**src/rtl/sip_dot_acc_if.sv**
```systemverilog
// Beat and result bus of the SIP dot-product accumulator.
// Handshake: no ready either way; every rising edge with i_Valid=1 delivers a beat, and o_Valid is a one-cycle pulse the consumer must take in that cycle.
interface sip_dot_acc_if #(
  parameter int N_DOT         = 8,
  parameter int BITS_PARALLEL = 2,
  parameter int MAX_SHIFT     = 3,
  parameter int ACC_W         = 24
);
  localparam int SH_W = (MAX_SHIFT > 0) ? $clog2(MAX_SHIFT + 1) : 1;

  logic                             i_Valid;
  logic                             i_First;
  logic                             i_Last;
  logic [N_DOT*BITS_PARALLEL-1:0]   i_Act;
  logic [N_DOT*BITS_PARALLEL-1:0]   i_Weight;
  logic                             i_SignI;
  logic                             i_SignW;
  logic [SH_W-1:0]                  i_Shift;
  logic                             o_Valid;
  logic [ACC_W-1:0]                 o_Result;
  logic                             o_Overflow;
  logic                             o_Err;
  logic                             o_DbgAcc;

  modport master (
    output i_Valid, i_First, i_Last, i_Act, i_Weight, i_SignI, i_SignW, i_Shift,
    input  o_Valid, o_Result, o_Overflow, o_Err, o_DbgAcc
  );

  modport slave (
    input  i_Valid, i_First, i_Last, i_Act, i_Weight, i_SignI, i_SignW, i_Shift,
    output o_Valid, o_Result, o_Overflow, o_Err, o_DbgAcc
  );
endinterface

```
**src/rtl/sip_dot_acc.sv**
```systemverilog
// Pipelined bit-parallel dot product: lane multiply, registered adder tree, shifted accumulation across beats.
// o_DbgAcc mirrors the FSM state (1 = accumulation open).
module sip_dot_acc #(
  parameter int N_DOT         = 8,
  parameter int BITS_PARALLEL = 2,
  parameter int MAX_SHIFT     = 3,
  parameter int ACC_W         = 24
) (
  input  logic         i_CLK,
  input  logic         i_RSTn,
  sip_dot_acc_if.slave bus
);
  localparam int MUL_W  = 2 * (BITS_PARALLEL + 1);
  localparam int SUM_W  = MUL_W + $clog2(N_DOT);
  localparam int SH_W   = (MAX_SHIFT > 0) ? $clog2(MAX_SHIFT + 1) : 1;
  localparam int TERM_W = ACC_W + SUM_W + BITS_PARALLEL * MAX_SHIFT;

  typedef enum logic {ST_IDLE = 1'b0, ST_ACC = 1'b1} state_t;

  logic signed [MUL_W-1:0] prod_d [N_DOT];

  for (genvar g = 0; g < N_DOT; g++) begin : g_lane
    logic [BITS_PARALLEL-1:0] a_sl;
    logic [BITS_PARALLEL-1:0] w_sl;
    logic signed [MUL_W-1:0]  a_x;
    logic signed [MUL_W-1:0]  w_x;
    assign a_sl = bus.i_Act[BITS_PARALLEL*g +: BITS_PARALLEL];
    assign w_sl = bus.i_Weight[BITS_PARALLEL*g +: BITS_PARALLEL];
    assign a_x  = {{(MUL_W-BITS_PARALLEL){bus.i_SignI & a_sl[BITS_PARALLEL-1]}}, a_sl};
    assign w_x  = {{(MUL_W-BITS_PARALLEL){bus.i_SignW & w_sl[BITS_PARALLEL-1]}}, w_sl};
    assign prod_d[g] = a_x * w_x;
  end

  logic            shift_bad;
  logic [SH_W-1:0] shift_cl;
  assign shift_bad = ({1'b0, bus.i_Shift} > (SH_W+1)'(MAX_SHIFT));
  assign shift_cl  = shift_bad ? SH_W'(MAX_SHIFT) : bus.i_Shift;

  logic                    p1_valid_q, p1_first_q, p1_last_q, p1_serr_q;
  logic [SH_W-1:0]         p1_shift_q;
  logic signed [MUL_W-1:0] p1_prod_q [N_DOT];

  always_ff @(posedge i_CLK or negedge i_RSTn) begin
    if (!i_RSTn) begin
      p1_valid_q <= 1'b0;
      p1_first_q <= 1'b0;
      p1_last_q  <= 1'b0;
      p1_serr_q  <= 1'b0;
      p1_shift_q <= '0;
      for (int i = 0; i < N_DOT; i++) p1_prod_q[i] <= '0;
    end else begin
      p1_valid_q <= bus.i_Valid;
      if (bus.i_Valid) begin
        p1_first_q <= bus.i_First;
        p1_last_q  <= bus.i_Last;
        p1_serr_q  <= shift_bad;
        p1_shift_q <= shift_cl;
        for (int i = 0; i < N_DOT; i++) p1_prod_q[i] <= prod_d[i];
      end
    end
  end

  logic [SUM_W-1:0] sum_d;
  always_comb begin
    sum_d = '0;
    for (int i = 0; i < N_DOT; i++) begin
      sum_d = sum_d + {{(SUM_W-MUL_W){p1_prod_q[i][MUL_W-1]}}, p1_prod_q[i]};
    end
  end

  logic             p2_valid_q, p2_first_q, p2_last_q, p2_serr_q;
  logic [SH_W-1:0]  p2_shift_q;
  logic [SUM_W-1:0] p2_sum_q;

  always_ff @(posedge i_CLK or negedge i_RSTn) begin
    if (!i_RSTn) begin
      p2_valid_q <= 1'b0;
      p2_first_q <= 1'b0;
      p2_last_q  <= 1'b0;
      p2_serr_q  <= 1'b0;
      p2_shift_q <= '0;
      p2_sum_q   <= '0;
    end else begin
      p2_valid_q <= p1_valid_q;
      if (p1_valid_q) begin
        p2_first_q <= p1_first_q;
        p2_last_q  <= p1_last_q;
        p2_serr_q  <= p1_serr_q;
        p2_shift_q <= p1_shift_q;
        p2_sum_q   <= sum_d;
      end
    end
  end

  // Term is built wide enough to be exact so a term alone that leaves the ACC_W range is caught.
  logic [TERM_W-1:0] term_w;
  logic [ACC_W-1:0]  term_acc;
  logic              term_ovf;
  logic [ACC_W:0]    acc_sum;
  logic              sum_ovf;
  state_t            state_q;
  logic [ACC_W-1:0]  acc_q;
  logic              ovf_q, emit_q, err_q;

  assign term_w   = {{(TERM_W-SUM_W){p2_sum_q[SUM_W-1]}}, p2_sum_q} << (BITS_PARALLEL * p2_shift_q);
  assign term_acc = term_w[ACC_W-1:0];
  assign term_ovf = ~((&term_w[TERM_W-1:ACC_W-1]) | ~(|term_w[TERM_W-1:ACC_W-1]));
  assign acc_sum  = {acc_q[ACC_W-1], acc_q} + {term_acc[ACC_W-1], term_acc};
  assign sum_ovf  = acc_sum[ACC_W] ^ acc_sum[ACC_W-1];

  always_ff @(posedge i_CLK or negedge i_RSTn) begin
    if (!i_RSTn) begin
      state_q <= ST_IDLE;
      acc_q   <= '0;
      ovf_q   <= 1'b0;
      emit_q  <= 1'b0;
      err_q   <= 1'b0;
    end else begin
      emit_q <= 1'b0;
      err_q  <= 1'b0;
      if (p2_valid_q) begin
        if (p2_first_q) begin
          // A First while open abandons the running sum and restarts from this beat.
          acc_q   <= term_acc;
          ovf_q   <= term_ovf;
          err_q   <= p2_serr_q | (state_q == ST_ACC);
          emit_q  <= p2_last_q;
          state_q <= p2_last_q ? ST_IDLE : ST_ACC;
        end else if (state_q == ST_ACC) begin
          acc_q  <= acc_sum[ACC_W-1:0];
          ovf_q  <= ovf_q | term_ovf | sum_ovf;
          err_q  <= p2_serr_q;
          emit_q <= p2_last_q;
          if (p2_last_q) state_q <= ST_IDLE;
        end else begin
          err_q <= 1'b1;
        end
      end
    end
  end

  logic             o_valid_q, o_err_q, o_ovf_q;
  logic [ACC_W-1:0] o_res_q;

  always_ff @(posedge i_CLK or negedge i_RSTn) begin
    if (!i_RSTn) begin
      o_valid_q <= 1'b0;
      o_err_q   <= 1'b0;
      o_ovf_q   <= 1'b0;
      o_res_q   <= '0;
    end else begin
      o_valid_q <= emit_q;
      o_err_q   <= err_q;
      if (emit_q) begin
        o_res_q <= acc_q;
        o_ovf_q <= ovf_q;
      end
    end
  end

  assign bus.o_Valid    = o_valid_q;
  assign bus.o_Result   = o_res_q;
  assign bus.o_Overflow = o_ovf_q;
  assign bus.o_Err      = o_err_q;
  assign bus.o_DbgAcc   = (state_q == ST_ACC);
endmodule

```
**src/flat_wrapper.sv**
```systemverilog
// flat-port wrapper written by rule: the top's interface ports become plain ports
module sip_dot_acc_flat 
#(
  parameter int N_DOT         = 8,
  parameter int BITS_PARALLEL = 2,
  parameter int MAX_SHIFT     = 3,
  parameter int ACC_W         = 24
)
  (i_CLK, i_RSTn, bus_i_Valid, bus_i_First, bus_i_Last, bus_i_Act, bus_i_Weight, bus_i_SignI, bus_i_SignW, bus_i_Shift, bus_o_Valid, bus_o_Result, bus_o_Overflow, bus_o_Err, bus_o_DbgAcc);
  sip_dot_acc_if #(.N_DOT(N_DOT), .BITS_PARALLEL(BITS_PARALLEL), .MAX_SHIFT(MAX_SHIFT), .ACC_W(ACC_W)) bus_i ();
  input  logic i_CLK;
  input  logic i_RSTn;
  input wire logic [$bits(bus_i.i_Valid)-1:0] bus_i_Valid;
  input wire logic [$bits(bus_i.i_First)-1:0] bus_i_First;
  input wire logic [$bits(bus_i.i_Last)-1:0] bus_i_Last;
  input wire logic [$bits(bus_i.i_Act)-1:0] bus_i_Act;
  input wire logic [$bits(bus_i.i_Weight)-1:0] bus_i_Weight;
  input wire logic [$bits(bus_i.i_SignI)-1:0] bus_i_SignI;
  input wire logic [$bits(bus_i.i_SignW)-1:0] bus_i_SignW;
  input wire logic [$bits(bus_i.i_Shift)-1:0] bus_i_Shift;
  output wire logic [$bits(bus_i.o_Valid)-1:0] bus_o_Valid;
  output wire logic [$bits(bus_i.o_Result)-1:0] bus_o_Result;
  output wire logic [$bits(bus_i.o_Overflow)-1:0] bus_o_Overflow;
  output wire logic [$bits(bus_i.o_Err)-1:0] bus_o_Err;
  output wire logic [$bits(bus_i.o_DbgAcc)-1:0] bus_o_DbgAcc;
  assign bus_i.i_Valid = bus_i_Valid;
  assign bus_i.i_First = bus_i_First;
  assign bus_i.i_Last = bus_i_Last;
  assign bus_i.i_Act = bus_i_Act;
  assign bus_i.i_Weight = bus_i_Weight;
  assign bus_i.i_SignI = bus_i_SignI;
  assign bus_i.i_SignW = bus_i_SignW;
  assign bus_i.i_Shift = bus_i_Shift;
  assign bus_o_Valid = bus_i.o_Valid;
  assign bus_o_Result = bus_i.o_Result;
  assign bus_o_Overflow = bus_i.o_Overflow;
  assign bus_o_Err = bus_i.o_Err;
  assign bus_o_DbgAcc = bus_i.o_DbgAcc;
  sip_dot_acc #(.N_DOT(N_DOT), .BITS_PARALLEL(BITS_PARALLEL), .MAX_SHIFT(MAX_SHIFT), .ACC_W(ACC_W)) u_core (.i_CLK(i_CLK), .i_RSTn(i_RSTn), .bus(bus_i));
endmodule
```
**config.mk**
```make
export PLATFORM = sky130hd
export DESIGN_NAME = sip_dot_acc_flat
export DESIGN_NICKNAME = d
export VERILOG_FILES = /design/src/rtl/sip_dot_acc_if.sv /design/src/rtl/sip_dot_acc.sv /design/src/flat_wrapper.sv
export SDC_FILE = /design/constraint.sdc
export NUM_CORES = 1
export LEC_CHECK = 0
export ABC_CLOCK_PERIOD_IN_PS = 8700
export BUFFER_PORTS_ARGS = -buffer_cell sky130_fd_sc_hd__buf_2
export CORE_ASPECT_RATIO = 1.2
export CORE_MARGIN = 5
export CORE_UTILIZATION = 50
export DETAILED_ROUTE_END_ITERATION = 10
export PLACE_DENSITY = 0.74
export SYNTH_ARGS = -nofsm -noshare
export SYNTH_HDL_FRONTEND = slang
export SYNTH_SLANG_ARGS = --single-unit
```
**constraint.sdc**
```tcl
create_clock -name i_CLK -period 8.7 [get_ports i_CLK]
set_input_delay 0.435 -clock i_CLK [delete_from_list [all_inputs] [get_ports i_CLK]]
set_output_delay 0.435 -clock i_CLK [all_outputs]
set_load 0.05 [all_outputs]
```
# Word level (Yosys, flattened, before mapping)

Index checks and enable logic that the tools add are counted.

Register bits: 122
Output and inout port bits: 28

$add $sub $neg: 8
Multipliers: 8
Shift-type cells: 1
Multiplexer cells: 13
Bitwise gates (word level): 22
Reduce and logical (&&, ||, !) cells: 4

Operators by type and width:

| kind              | number |
|---|---|
| $add 9x9->9       | 6 |
| $mul 3x3->6       | 8 |
| $mux 24           | 2 |
| $shl 39x3->39     | 1 |
| $add 24x24->25    | 1 |
| $and 1x1->1       | 16 |
| $reduce_and 16->1 | 1 |
| $reduce_or 16->1  | 1 |
| $mux 1            | 11 |
| $add 6x6->7       | 1 |
| $or 1x1->1        | 3 |
| $not 1->1         | 2 |
| $reduce_and 2->1  | 1 |
| $reduce_bool 2->1 | 1 |
| $xor 1x1->1       | 1 |

# Depth between registers and ports, before layout

Word-level depth: 9
Gate-level depth with buffers: 21

# Least setup slack after synthesis

Ideal clock, no wire load.

Path kind: register -> register
From: register u_core.p1_prod_q[36] (netlist name)
To: register u_core.p2_sum_q[7]
Setup time: 0.125 ns
Arrival time: 4.661 ns
Setup slack: 3.914 ns
Cell stages (with the launch flop): 17
Path buffers: 0
Cells stage by stage: dfrtp_1 -> ha_1 -> fa_1 -> xor2_1 -> fa_1 -> inv_1 -> fa_1 -> fa_1 -> fa_1 -> inv_1 -> fa_1 -> a21o_1 -> a21o_1 -> a21o_1 -> a21oi_1 -> xnor2_1 -> mux2_2

Cells in the longest elaborated chain, start to end: 7

Ends and longest elaborated chain:

| item                     | line              | RTL |
|---|---|---|
| from (decl)              | sip_dot_acc.sv:41 | `logic signed [MUL_W-1:0] p1_prod_q [N_DOT];` |
| $add 6x6->7              | sip_dot_acc.sv:67 | `sum_d = sum_d + {{(SUM_W-MUL_W){p1_prod_q[i][MUL_W-1]}}, p1_prod_q[i]};` |
| $add 9x9->9 (6 in a row) | sip_dot_acc.sv:67 |  |
| to (signal assigned)     | sip_dot_acc.sv:90 | `p2_sum_q <= sum_d;` |
| to (decl)                | sip_dot_acc.sv:73 | `logic [SUM_W-1:0] p2_sum_q;` |

No other way between the ends.
A chain may end at the register's enable or synchronous reset.

# Worst setup path in the final report

Same ends and word-level chain as after synthesis.

==> summary.txt <==
Timing
  – Period minus WS final: roughly 5.0 ns
  – Final Skew: around 0.011 ns
  – Final setup violation count: 0
  – Final Max Slew Viols: 0
  – Worst Tran Pin Value: 1.05 ns
  – RSZ-0062 raised after global routing: false
  – Max Freq: just under 200 MHz
  – Fin crit share: roughly 58%
  – Final hold vios: 0
  – Max-Slew Margin vs Limit: between 20% and 30%
  – WHS: ~0.031 ns
  – TNS Setup: 0 ns

Critical path
  – WP data arrival: approximately 5.3 ns
  – CP peak stage delay: between 0.5 and 0.6 ns
  – Crit end category: register
  – WS Path Type: reg -> reg
  – Critical Path RT: approximately 9 ns
  – CP startpoint kind: register
  – Crit path max-delay family: adder cells
  – Crit path buffers/inverters: 2
  – Worst-path fanout max: 2
  – CP max stage cell: fa_1
  – Crit path cell chain: ha_1 -> fa_1 -> xor2_1 -> fa_1 -> inv_1 -> fa_1 -> fa_1 -> fa_1 -> inv_1 -> fa_1 -> a21o_1 -> a21o_1 -> a21o_1 -> a21oi_1 -> xnor2_1 -> mux2_2
  – Most common cell type on the critical path: fa_1

Run
  – Max-cap violations: 0

Die
  – Die area: between 0.02 and 0.025 mm2
  – Die X: between 100 and 150 um
  – Die height: roughly 160 um
  – Row count: 55
  – Starting density of the core: approximately half
  – Core footprint: about 0.019 mm2
  – IO Pins: 69

Cells and area
  – Total area of sequential cells: slightly above 0.003 mm2
  – Finished layout cell area: 0.0106 mm2
  – Area grow syn2layout: 12.1%
  – Multi-input logic area: between 0.005 and 0.006 mm2
  – Fill cells: 1632
  – Finished Layout Cells: 1258
  – Layout cells sized above 1: ~18%
  – Final nets: between 1000 and 1500
  – Most frequent cells in the layout: dfrtp_1, inv_1, ha_1
  – Commonest non-fill, non-tap cell in the layout: dfrtp_1
  – Antenna Cells: 0

Clock tree
  – Clk pin slew, worst setup/hold paths: about 0.060 ns
  – Root Driver: clkbuf_16
  – Total CTS buffers: 17
  – Clock Path Buffers: 2
  – Cts hold-fix bufs: 0
  – Post-CTS Resized: 0
  – H-tree levels: 4
  – TritonCTS clock tree: yes
  – Worst-Skew Late Latency: 0.42 ns
  – Setup Fix Bufs, Post-CTS: 0
  – CTS sink count: between 100 and 150

Place
  – HPWL after DPL: roughly 15 mm
  – Dpl cells: 1226
  – Port Buffers: 68
  – Area after DPL: around 0.01 mm2
  – GP Congestion: between 0.8 and 0.9

Synth
  – Sequential share of the synthesized area: between 30% and 40%
  – Multiplexer share of the synthesized area: between 9 and 10%
  – Top cells by area, synth: dfrtp_1, fa_1, ha_1, mux2_2, inv_1
  – Synthesized cell area: 0.00942 mm2
  – Largest family of logic cells by synthesized area: adder cells
  – Syn Inst Count: around 930
  – Synthesized-area fraction occupied by xor and xnor cells: about 5.5%
  – Warning count from the yosys run: 0
  – Synth top area share: ~32%
  – Post-Syn Nets: between 1000 and 1500
  – Post-synth top area cell: dfrtp_1
  – Post-Synth Simple-Gate Area: approximately 11%
  – Post-synth ARST share: 100%
  – Post-synth cell types: 54
  – EDFF count, synth: 0
  – Synth Flop Type: dfrtp_1
  – Syn Area/Cell: about 10 um2
  – Synth Register Bits: between 100 and 150
  – Compound-Gate Fraction of Synth Area: roughly 10%
  – Synth Area in Adders: between 20% and 30%

Routing
  – Routed WL: 19.2 mm
  – DRC violations left: 0
  – First drt pass iteration count: 4
  – Via count: 6689
  – Final ANT Viol Nets: 0
  – 1st-iter DRT viols: ~250
  – Average wire per standard cell: 15.3 um
  – Vias per cell: ~5.3

GRT
  – First-pass GRT wire length: approximately 33 mm
  – Initial antenna violation count: 0
  – Grt ovf: 0
  – Largest net degree at the start of global routing: 76
  – Vias in the first global route: 7005
  – Total track usage: a little under a fifth

Run status
  – Status: complete, no violations

Hold path
  – Min-delay worst type: in -> async
==> through the flow <==
stage	utilization (%)	setup WS, ns
after floorplan	-	3.91
after global placement	53.3	3.78
after detailed placement	53.3	3.69
after CTS	56.4	3.65
after global routing	56.4	3.34
final	56.4	3.67
==> layer usage <==
| layer | wire [um] | vias up | track usage, % |
|---|---|---|---|
| met3 | 593 | 29 | 3.23 |
| met1 | 7730 | 3315 | 22.4 |
| met2 | 10500 | 101 | 34.8 |
| li1 | - | 3244 | - |
| met5 | 0 | - | 0 |
| met4 | 382 | 0 | 5.73 |
==> sequential cells by signal (all words and copies together), names as in the netlist <==
signal,flops
u_core.p2_shift_q,2
u_core.p2_valid_q,1
u_core.bus.o_Result,24
u_core.emit_q,1
u_core.p2_first_q,1
u_core.bus.o_Err,1
u_core.bus.o_Valid,1
u_core.acc_q,24
u_core.p2_sum_q,9
u_core.p1_last_q,1
u_core.p1_valid_q,1
u_core.p1_shift_q,2
u_core.err_q,1
u_core.bus.o_DbgAcc,1
u_core.p1_first_q,1
u_core.ovf_q,1
u_core.p2_last_q,1
u_core.bus.o_Overflow,1
u_core.p1_prod_q,48
==> path summary, 6_finish.rpt <==
kind	startpoint	to	slack (ns)	depth (start not counted)
setup / recovery	u_core.p1_prod_q[36]	u_core.p2_sum_q[7]	3.67	16
max in group asynchronous	i_RSTn	u_core.p1_prod_q[26]	7.35	2
setup reg to reg	u_core.p1_prod_q[36]	u_core.p2_sum_q[7]	3.67	16
min in group i_CLK	bus_i_Last	u_core.p1_last_q	0.26	2
hold / removal	i_RSTn	u_core.bus.o_Valid	0.03	1
hold reg to reg	u_core.err_q	u_core.bus.o_Err	0.35	0
==> cells in the mapped netlist (3+ instances only) <==
master / instances
a21oi_1: 61
nor3_1: 6
clkbuf_1: 28
fa_1: 73
a22oi_1: 3
o21ai_0: 35
or2_2: 7
nand2b_1: 9
a21o_1: 9
xnor2_1: 44
nand3_1: 30
mux2_2: 65
xor2_1: 15
buf_2: 3
a31oi_1: 3
a221o_1: 7
nor2b_1: 13
dfrtp_1: 122
nand2_1: 75
ha_1: 76
nand4_1: 6
nor2_1: 48
and2_1: 23
o31ai_1: 3
mux2i_1: 9
o21bai_1: 6
inv_1: 108
a211oi_1: 5
o21a_1: 6
o22ai_1: 3
==> final cells by class <==
type | count | share of cell area (%)
multi-input combinational | 666 | 55.2
tap | 256 | 3.03
clock inverter | 11 | 1.15
sequential | 122 | 28.9
clock buffer | 21 | 4.27
timing repair buffer | 73 | 3.60
inverter | 109 | 3.88
==> logic make-up (layout without fill, tap and decap cells) <==
logic type,Yosys count,count (layout)
mux,76,76
buf+inv,143,214
compound gates,158,158
xor+xnor,59,59
simple gates,224,224
fa+ha+maj,149,149
flops,122,122
Power is not shown: default switching activity piles up to over one toggle a cycle in this logic, so the estimate is an artifact.
